<file path="src/rtl/sdram_pattern_tester.sv">
// SDRAM self-test engine: writes NUM_WORDS pattern words from BASE_ADDR, reads them back,
// and reports pass/fail, saturating error count and the first failing address/data.
module sdram_pattern_tester #(
  parameter int               ADDR_W         = 25,
  parameter int               DATA_W         = 16,
  parameter int               NUM_WORDS      = 256,
  parameter logic [ADDR_W-1:0] BASE_ADDR     = 25'h100000,
  parameter int               STARTUP_CYCLES = 50000000,
  parameter int               TIMEOUT_CYCLES = 4096,
  parameter int               ERR_W          = 16
) (
  input  logic              clk_clk,
  input  logic              reset_reset_n,
  input  logic              start,
  input  logic [1:0]        mode,
  input  logic [DATA_W-1:0] pattern,
  output logic              start_write,
  output logic              start_read,
  output logic [ADDR_W-1:0] address,
  output logic [DATA_W-1:0] write_data,
  input  logic [DATA_W-1:0] read_data,
  input  logic              operation_done,
  input  logic              busy,
  output logic              ready,
  output logic              running,
  output logic              done,
  output logic              pass,
  output logic              timeout,
  output logic [ERR_W-1:0]  err_count,
  output logic [ADDR_W-1:0] first_err_addr,
  output logic [DATA_W-1:0] first_err_data,
  output logic [3:0]        state_code
);

  localparam int IDX_W = (ADDR_W > DATA_W) ? ADDR_W : DATA_W;
  localparam int ROT_W = (DATA_W > 1) ? $clog2(DATA_W) : 1;
  localparam int SU_W  = $clog2(STARTUP_CYCLES + 1);
  localparam int TO_W  = $clog2(TIMEOUT_CYCLES + 1);

  localparam logic [IDX_W-1:0] LAST_IDX = IDX_W'(NUM_WORDS - 1);
  localparam logic [ROT_W-1:0] LAST_ROT = ROT_W'(DATA_W - 1);
  localparam logic [SU_W-1:0]  LAST_SU  = SU_W'(STARTUP_CYCLES - 1);
  localparam logic [TO_W-1:0]  LAST_TO  = TO_W'(TIMEOUT_CYCLES - 1);

  typedef enum logic [3:0] {
    S_STARTUP  = 4'd0,
    S_IDLE     = 4'd1,
    S_WR_ISSUE = 4'd2,
    S_WR_WAIT  = 4'd3,
    S_RD_ISSUE = 4'd4,
    S_RD_WAIT  = 4'd5,
    S_DONE     = 4'd6
  } state_t;

  state_t              state, state_next;
  logic [SU_W-1:0]     su_cnt;
  logic [TO_W-1:0]     to_cnt;
  logic [IDX_W-1:0]    idx;
  logic [ROT_W-1:0]    rot;
  logic [1:0]          mode_q;
  logic [DATA_W-1:0]   pat_q;
  logic [DATA_W-1:0]   expected;
  logic [2*DATA_W-1:0] rot_word;
  logic                last_word;
  logic                to_hit;
  logic                mismatch;

  assign last_word = (idx == LAST_IDX);
  assign to_hit    = (to_cnt == LAST_TO);
  assign mismatch  = (read_data != expected);

  // rot tracks idx mod DATA_W incrementally so no divider is needed
  always_comb begin
    rot_word = {pat_q, pat_q} << rot;
    unique case (mode_q)
      2'b00:   expected = pat_q;
      2'b01:   expected = pat_q ^ idx[DATA_W-1:0];
      2'b10:   expected = DATA_W'(1) << rot;
      default: expected = rot_word[2*DATA_W-1 -: DATA_W];
    endcase
  end

  assign address    = BASE_ADDR + idx[ADDR_W-1:0];
  assign write_data = expected;
  assign ready      = (state == S_IDLE);
  assign running    = (state == S_WR_ISSUE) || (state == S_WR_WAIT) ||
                      (state == S_RD_ISSUE) || (state == S_RD_WAIT);
  assign state_code = state;

  always_ff @(posedge clk_clk or negedge reset_reset_n) begin
    if (!reset_reset_n) state <= S_STARTUP;
    else                state <= state_next;
  end

  always_comb begin
    state_next  = state;
    start_write = 1'b0;
    start_read  = 1'b0;
    unique case (state)
      S_STARTUP:  if (su_cnt == LAST_SU) state_next = S_IDLE;
      S_IDLE:     if (start) state_next = S_WR_ISSUE;
      S_WR_ISSUE: if (!busy) begin
                    start_write = 1'b1;
                    state_next  = S_WR_WAIT;
                  end
      S_WR_WAIT:  if (operation_done) state_next = last_word ? S_RD_ISSUE : S_WR_ISSUE;
                  else if (to_hit)    state_next = S_DONE;
      S_RD_ISSUE: if (!busy) begin
                    start_read = 1'b1;
                    state_next = S_RD_WAIT;
                  end
      S_RD_WAIT:  if (operation_done) state_next = last_word ? S_DONE : S_RD_ISSUE;
                  else if (to_hit)    state_next = S_DONE;
      S_DONE:     state_next = S_IDLE;
      default:    state_next = S_STARTUP;
    endcase
  end

  always_ff @(posedge clk_clk or negedge reset_reset_n) begin
    if (!reset_reset_n) begin
      su_cnt         <= '0;
      to_cnt         <= '0;
      idx            <= '0;
      rot            <= '0;
      mode_q         <= '0;
      pat_q          <= '0;
      done           <= 1'b0;
      pass           <= 1'b0;
      timeout        <= 1'b0;
      err_count      <= '0;
      first_err_addr <= '0;
      first_err_data <= '0;
    end else begin
      unique case (state)
        S_STARTUP: su_cnt <= su_cnt + SU_W'(1);
        S_IDLE: if (start) begin
          mode_q         <= mode;
          pat_q          <= pattern;
          done           <= 1'b0;
          pass           <= 1'b0;
          timeout        <= 1'b0;
          err_count      <= '0;
          first_err_addr <= '0;
          first_err_data <= '0;
          idx            <= '0;
          rot            <= '0;
        end
        S_WR_ISSUE, S_RD_ISSUE: to_cnt <= '0;
        S_WR_WAIT, S_RD_WAIT: begin
          if (operation_done) begin
            if (state == S_RD_WAIT && mismatch) begin
              if (err_count != '1) err_count <= err_count + ERR_W'(1);
              if (err_count == '0) begin
                first_err_addr <= address;
                first_err_data <= read_data;
              end
            end
            if (!last_word) begin
              idx <= idx + IDX_W'(1);
              rot <= (rot == LAST_ROT) ? '0 : rot + ROT_W'(1);
            end else if (state == S_WR_WAIT) begin
              idx <= '0;
              rot <= '0;
            end else begin
              done <= 1'b1;
              pass <= (err_count == '0) && !mismatch;
            end
          end else if (to_hit) begin
            timeout <= 1'b1;
            done    <= 1'b1;
            pass    <= 1'b0;
          end else begin
            to_cnt <= to_cnt + TO_W'(1);
          end
        end
        default: ;
      endcase
    end
  end

endmodule

</file>
<file path="config.mk">
export PLATFORM = sky130hd
export DESIGN_NAME = sdram_pattern_tester
export DESIGN_NICKNAME = d
export VERILOG_FILES = /design/src/rtl/sdram_pattern_tester.sv
export SDC_FILE = /design/constraint.sdc
export NUM_CORES = 1
export LEC_CHECK = 0
export CAP_MARGIN = 5
export CORE_ASPECT_RATIO = 1.1
export CORE_MARGIN = 8
export CORE_UTILIZATION = 55
export DETAILED_ROUTE_END_ITERATION = 10
export MAX_ROUTING_LAYER = met4
export PLACE_DENSITY = 0.82
export SYNTH_ARGS = -nofsm -noshare
export SYNTH_HDL_FRONTEND = slang
export SYNTH_SLANG_ARGS = --single-unit
</file>
<file path="constraint.sdc">
create_clock -name clk_clk -period 4.56 [get_ports clk_clk]
set_clock_uncertainty 0.1 [all_clocks]
set_input_delay 1.368 -clock clk_clk [delete_from_list [all_inputs] [get_ports clk_clk]]
set_output_delay 1.368 -clock clk_clk [all_outputs]
set_load 0.03 [all_outputs]
</file>
# After elaboration in Yosys (flattened, before gate mapping)
# Cells that the tools add are included.
dict set report totals {
  reg_bits 150
  latchBits 0
  ram_bits 0
  romBits 0
  inputBits 39
  out_inout_bits 109
  elab_cells 126
  memories 0
}
dict set report op_classes {
  add_sub_neg 6
  mul 0
  n_div 0
  magnitude_cmp 0
  eq_ne 29
  shift 2
  n_mux 54
  bitwise 1
  n_reduce_logical 21
}
# op n
set ops {}
lappend ops {{$mux 25} 7}
lappend ops {{$mux 16} 7}
lappend ops {{$pmux 25 s2} 2}
lappend ops {{$pmux 16 s2} 2}
lappend ops {{$mux 4} 12}
lappend ops {{$pmux 16 s3} 1}
lappend ops {{$shl 32x4->32} 1}
lappend ops {{$pmux 4 s7} 1}
lappend ops {{$add 26x1->26 const B} 1}
lappend ops {{$eq 26x26->1 const B} 1}
lappend ops {{$mux 13} 2}
lappend ops {{$pmux 13 s2} 1}
lappend ops {{$add 21x25->25 const A} 1}
lappend ops {{$add 25x1->25 const B} 1}
lappend ops {{$eq 25x8->1 const B} 1}
lappend ops {{$ne 2x2->1 const B} 11}
lappend ops {{$add 16x1->16 const B} 1}
lappend ops {{$logic_not 16->1} 1}
lappend ops {{$ne 16x16->1} 1}
lappend ops {{$ne 16x16->1 const B} 1}
lappend ops {{$shl 1x4->16 const A} 1}
lappend ops {{$xor 16x16->16} 1}
lappend ops {{$reduce_and 5->1} 3}
lappend ops {{$add 13x1->13 const B} 1}
lappend ops {{other kinds (24)} 51}

# Longest topological paths before layout
dict set report logic_depth {
  ltp_word 9
  mapped_depth 17
}

# Worst setup path before layout
# No wires, ideal clock.
dict set report synth_path {
  kind {register to register}
  from {register rot[2]}
  to {register first_err_data[0]}
  setup_ns 0.152
  arrival_time_ns 3.685
  slack_ns 0.622
  stages_incl_launch_ff 18
  path_buffers 5
  cell_sequence {dfrtp_1 buf_2 buf_2 buf_4 buf_2 inv_1 ha_1 nor2b_1 o211ai_1 nor2_1 o41a_1 a2111oi_0 nand4_1 nor4_4 nor2_1 clkbuf_1 nand2_1 o21ai_0}
}
dict set report synth_between {
  elab_chain_len 6
  elab_cells_between_ends 7
}
# element line_no
set synth_lines {}
lappend synth_lines {{start, declared} 59} ;# logic [ROT_W-1:0] rot;
lappend synth_lines {{start signal, assigned} 160} ;# rot <= (rot == LAST_ROT) ? '0 : rot + ROT_W'(1);
lappend synth_lines {{$shl 32x4->32 or $shl 1x4->16 (tied branches)} {74, 78}}
lappend synth_lines {{$pmux 16 s3 *} 75} ;# unique case (mode_q)
lappend synth_lines {{$ne 16x16->1 *} 70} ;# assign mismatch = (read_data != expected);
lappend synth_lines {{$logic_and 1x1->1 *} 151} ;# if (state == S_RD_WAIT && mismatch) begin
lappend synth_lines {{$ne 2x2->1 (no line) *} -}
lappend synth_lines {{$reduce_and 5->1 (no line) *} -}
lappend synth_lines {{end signal, assigned} 155} ;# first_err_data <= read_data;
lappend synth_lines {{end, declared} 31} ;# output logic [DATA_W-1:0] first_err_data,
# Mark *: on every way between the ends. The rest lies on a longest branch, timed or not.
# A chain may end at the register's enable or synchronous reset.

# Worst setup path in the final report
dict set report layout_path {
  from {register rot[2]}
  to {output port write_data[7]}
}
dict set report layout_between {
  elab_chain_len 2
  elab_cells_between_ends 3
}
# element line_no
set layout_lines {}
lappend layout_lines {{$shl 32x4->32 or $shl 1x4->16 (tied branches)} {74, 78}}
lappend layout_lines {{$pmux 16 s3 *} 75}
lappend layout_lines {{end, declared} 20} ;# output logic [DATA_W-1:0] write_data,
# Marks and branches as above.

==> flow_summary.yaml <==
timing:
  max_freq_ghz: 0.224
  setup_violations: 0
  period_minus_slack_ns: 4.46
  drv_slew: 0
  maxSlewHeadroom: 0.324
  hold_viol_final: 0
  worst-slew-pin-transition_ns: 1.01
  fin_crit_sh: 0.978
  rsz0062_at_grt: "false"
clock_tree:
  cts_sinks: 150
  cts_buffer_depth: 2
  worst_skew_pair.late_latency_ns: 0.43
  clk_pin_slew_ns: 0.06
  h-tree-depth: 4
  cts_tree: "yes"
  hold_buffers: 0
  cts_made_buffers: 17
  clockRootBuffer: "clkbuf_16"
placement:
  dp_cells: 1361
  port_buffers: 147
  place_congestion: 0.951
  dpl-instance-area_um2: 10800
  dp_hpwl_mm: 19.9
setup_path:
  crit_arrival_ns: 2.99
  r2r_start: "rot[1]"
  crit_start: "rot[2]"
  end_kind: "primary output"
  path_max_fanout: 15
  worstSetupPathType: "reg -> out"
  start_kind: "flop"
  worstPathRequired_ns: 3.09
synth:
  ys_ff_latch: 150
  synth_top_area_share: 0.407
  yosysSeqAreaShare: 0.407
  synth_area_um2: 9230
  synth_edf_count: 0
  synthCells: 1060
  synth_ff_type: "dfrtp_1"
  synthArstFlopShare: 1.00
  syn-num-nets: 1112
  synth_cell_types: 69
  avgSynthCellArea_um2: 8.71
  yosys_warnings: 0
  yosysTopAreaCell: "dfrtp_1"
  synth_area_leaders: "dfrtp_1 41%, nand2_1 9.2%, mux4_2 5.9%, o21ai_0 3.4%, nor2_1 3.0%"
power_and_ir_drop:
  power.internal_mw: 2.94
  p_total_mw: 4.80
  combPwrFrac: 0.360
  swShare: 0.387
  irDropWorstVdd_mv: 0.279
  leakage_nw: 4.81
  power_switching_mw: 1.86
  p_clk_frac: 0.281
  pwr-share-seq: 0.360
  powerDensity_nw_per_um2: 420
global_routing:
  overflow: 0
  grt_pass1_vias: 8725
  grt_pass1_wl_mm: 45.6
  grt.total_usage: 0.272
  antenna_found_initial: 0
  grt_max_degree: 84
routing:
  wirelength_mm: 27.8
  drtAntennaViolNets: 0
  wl_met2_mm: 13.1
  avgViaCountPerCell: 6.28
  wl_met3_mm: 2.26
  drc: 0
  first_iter_violations: 1260
  drt-met1-wl_mm: 11.7
  wl_per_cell_um: 19.9
  vias: 8751
  drt_pass1_iterations: 6
  dr.max_layer_used: "met4"
floorplan:
  num_rows: 49
  num_io_pins: 148
  die_w_um: 140
  core-area_um2: 16400
  dieArea_um2: 21200
  die_y_um: 152
  start_util: 0.564
cells_and_area:
  nets: 1229
  mostFrequentLayoutCells: "225 x nand2_1, 148 x dfrtp_1, 143 x clkdlybuf4s50_1"
  final_cells: 1394
  utilization: 0.698
  syn_to_final_growth_pct: 23.9
  fin_area_um2: 11400
  layout_commonest_cell: "nand2_1"
  final_layout_size_suffix_gt1_frac: 0.100
  diodes: 0
min_path:
  hold_path_class: "reg -> reg"
  hp-start: "su_cnt[14]"
run:
  maxCapViolations: 0
outcome:
  status: "finished, final reports clean"
[stage by stage]
stage	TNS (ns)	hold WS, ns	setup slack, ns
6_report	0	0.367	0.101
5_1_grt	0	0.378	0.0447
4_1_cts	0	0.369	0.0488
3_5_place_dp	-0.344	0.356	-0.0832
3_3_place_gp	0	0.352	0.0891
2_1_floorplan	0	0.334	0.622
[cell usage after synthesis (5+ instances only)]
master	n
and3_1	18
nor3_1	20
xor2_1	22
nand4_1	17
o21a_1	13
nor2_1	73
buf_2	9
a211oi_1	6
o21ai_0	63
a41oi_1	5
mux2_2	8
o31ai_1	5
clkbuf_1	55
and4_1	7
or3_1	7
o21ai_1	29
a31oi_1	18
buf_4	21
a21o_1	5
nand2b_1	7
nor2b_1	11
inv_1	15
nand2_1	226
mux4_2	24
nand3_1	45
ha_1	13
mux2i_1	17
xnor2_1	29
nor4_1	10
o221ai_1	7
dfrtp_1	150
a21oi_1	37
[worst max-delay path, stage by stage (launching register included)]
cell	delay, ns
dfrtp_4	0.59
buf_4	0.20
mux2i_1	0.12
a22oi_1	0.18
o211ai_1	0.26
nand2_1	0.14
o21ai_0	0.08
a21oi_1	0.27
clkdlybuf4s50_1	0.73
[final timing paths]
path                       slack [ns]             to  cells past startpoint
min reg2reg                      0.37     su_cnt[14]                      1
min in group asynchronous        0.88      to_cnt[8]                      1
max                              0.10  write_data[7]                      8
max in group asynchronous        2.60         rot[2]                      2
max reg2reg                      0.35   err_count[3]                     15
min                              0.37     su_cnt[14]                      1
[cell type report]
type                    count  area [µm²]
multi-input cells         806        5010
fillers                  1283        4940
flip-flops and latches    150        3760
repair buffers            187        1790
clock buffers              17         425
well taps                 204         255
clock inverters            15         133
inverters                  15        56.3
[cells by family after synthesis]
kind of cell,share of synthesized area
AO/OA/AOI/OAI,0.154
XOR/XNOR,0.0484
adder cells (fa/ha/maj),0.0176
buffers and inverters,0.0530
flip-flops,0.407
multiplexers,0.0868
other,0.000406
AND/OR/NAND/NOR,0.233
[flip-flops by register name, indices dropped and copies added (netlist names)]
name / flops
done: 1
err_count: 16
first_err_addr: 25
first_err_data: 16
idx: 25
mode_q: 2
pass: 1
pat_q: 16
rot: 4
state_code: 4
su_cnt: 26
timeout: 1
to_cnt: 13
[per-layer routing]
| metal | vias to the layer above | track usage |
|---|---|---|
| met5 | - | - |
| met2 | 415 | 0.426 |
| met3 | 72 | 0.0624 |
| li1 | 3983 | - |
| met4 | 0 | 0.0963 |
| met1 | 4281 | 0.340 |
[power by group through the flow]
stage          clock (mW)  combinational [mW]  sequential, mW
6_report             1.35                1.73            1.73
5_1_grt              1.42                1.84            1.74
4_1_cts              1.36                1.71            1.71
3_5_place_dp            0                1.70            1.73
3_3_place_gp            0                1.67            1.72
2_1_floorplan           0                1.14            1.62
[repair_timing]
action | 4_1_cts | 5_1_grt
pin swaps | 0 | 0
setup buffers | 0 | 0
setup endpoints to repair | 15 | 6
resized for setup | 1 | 6
Note: power is estimated with default switching activity, not from simulation.
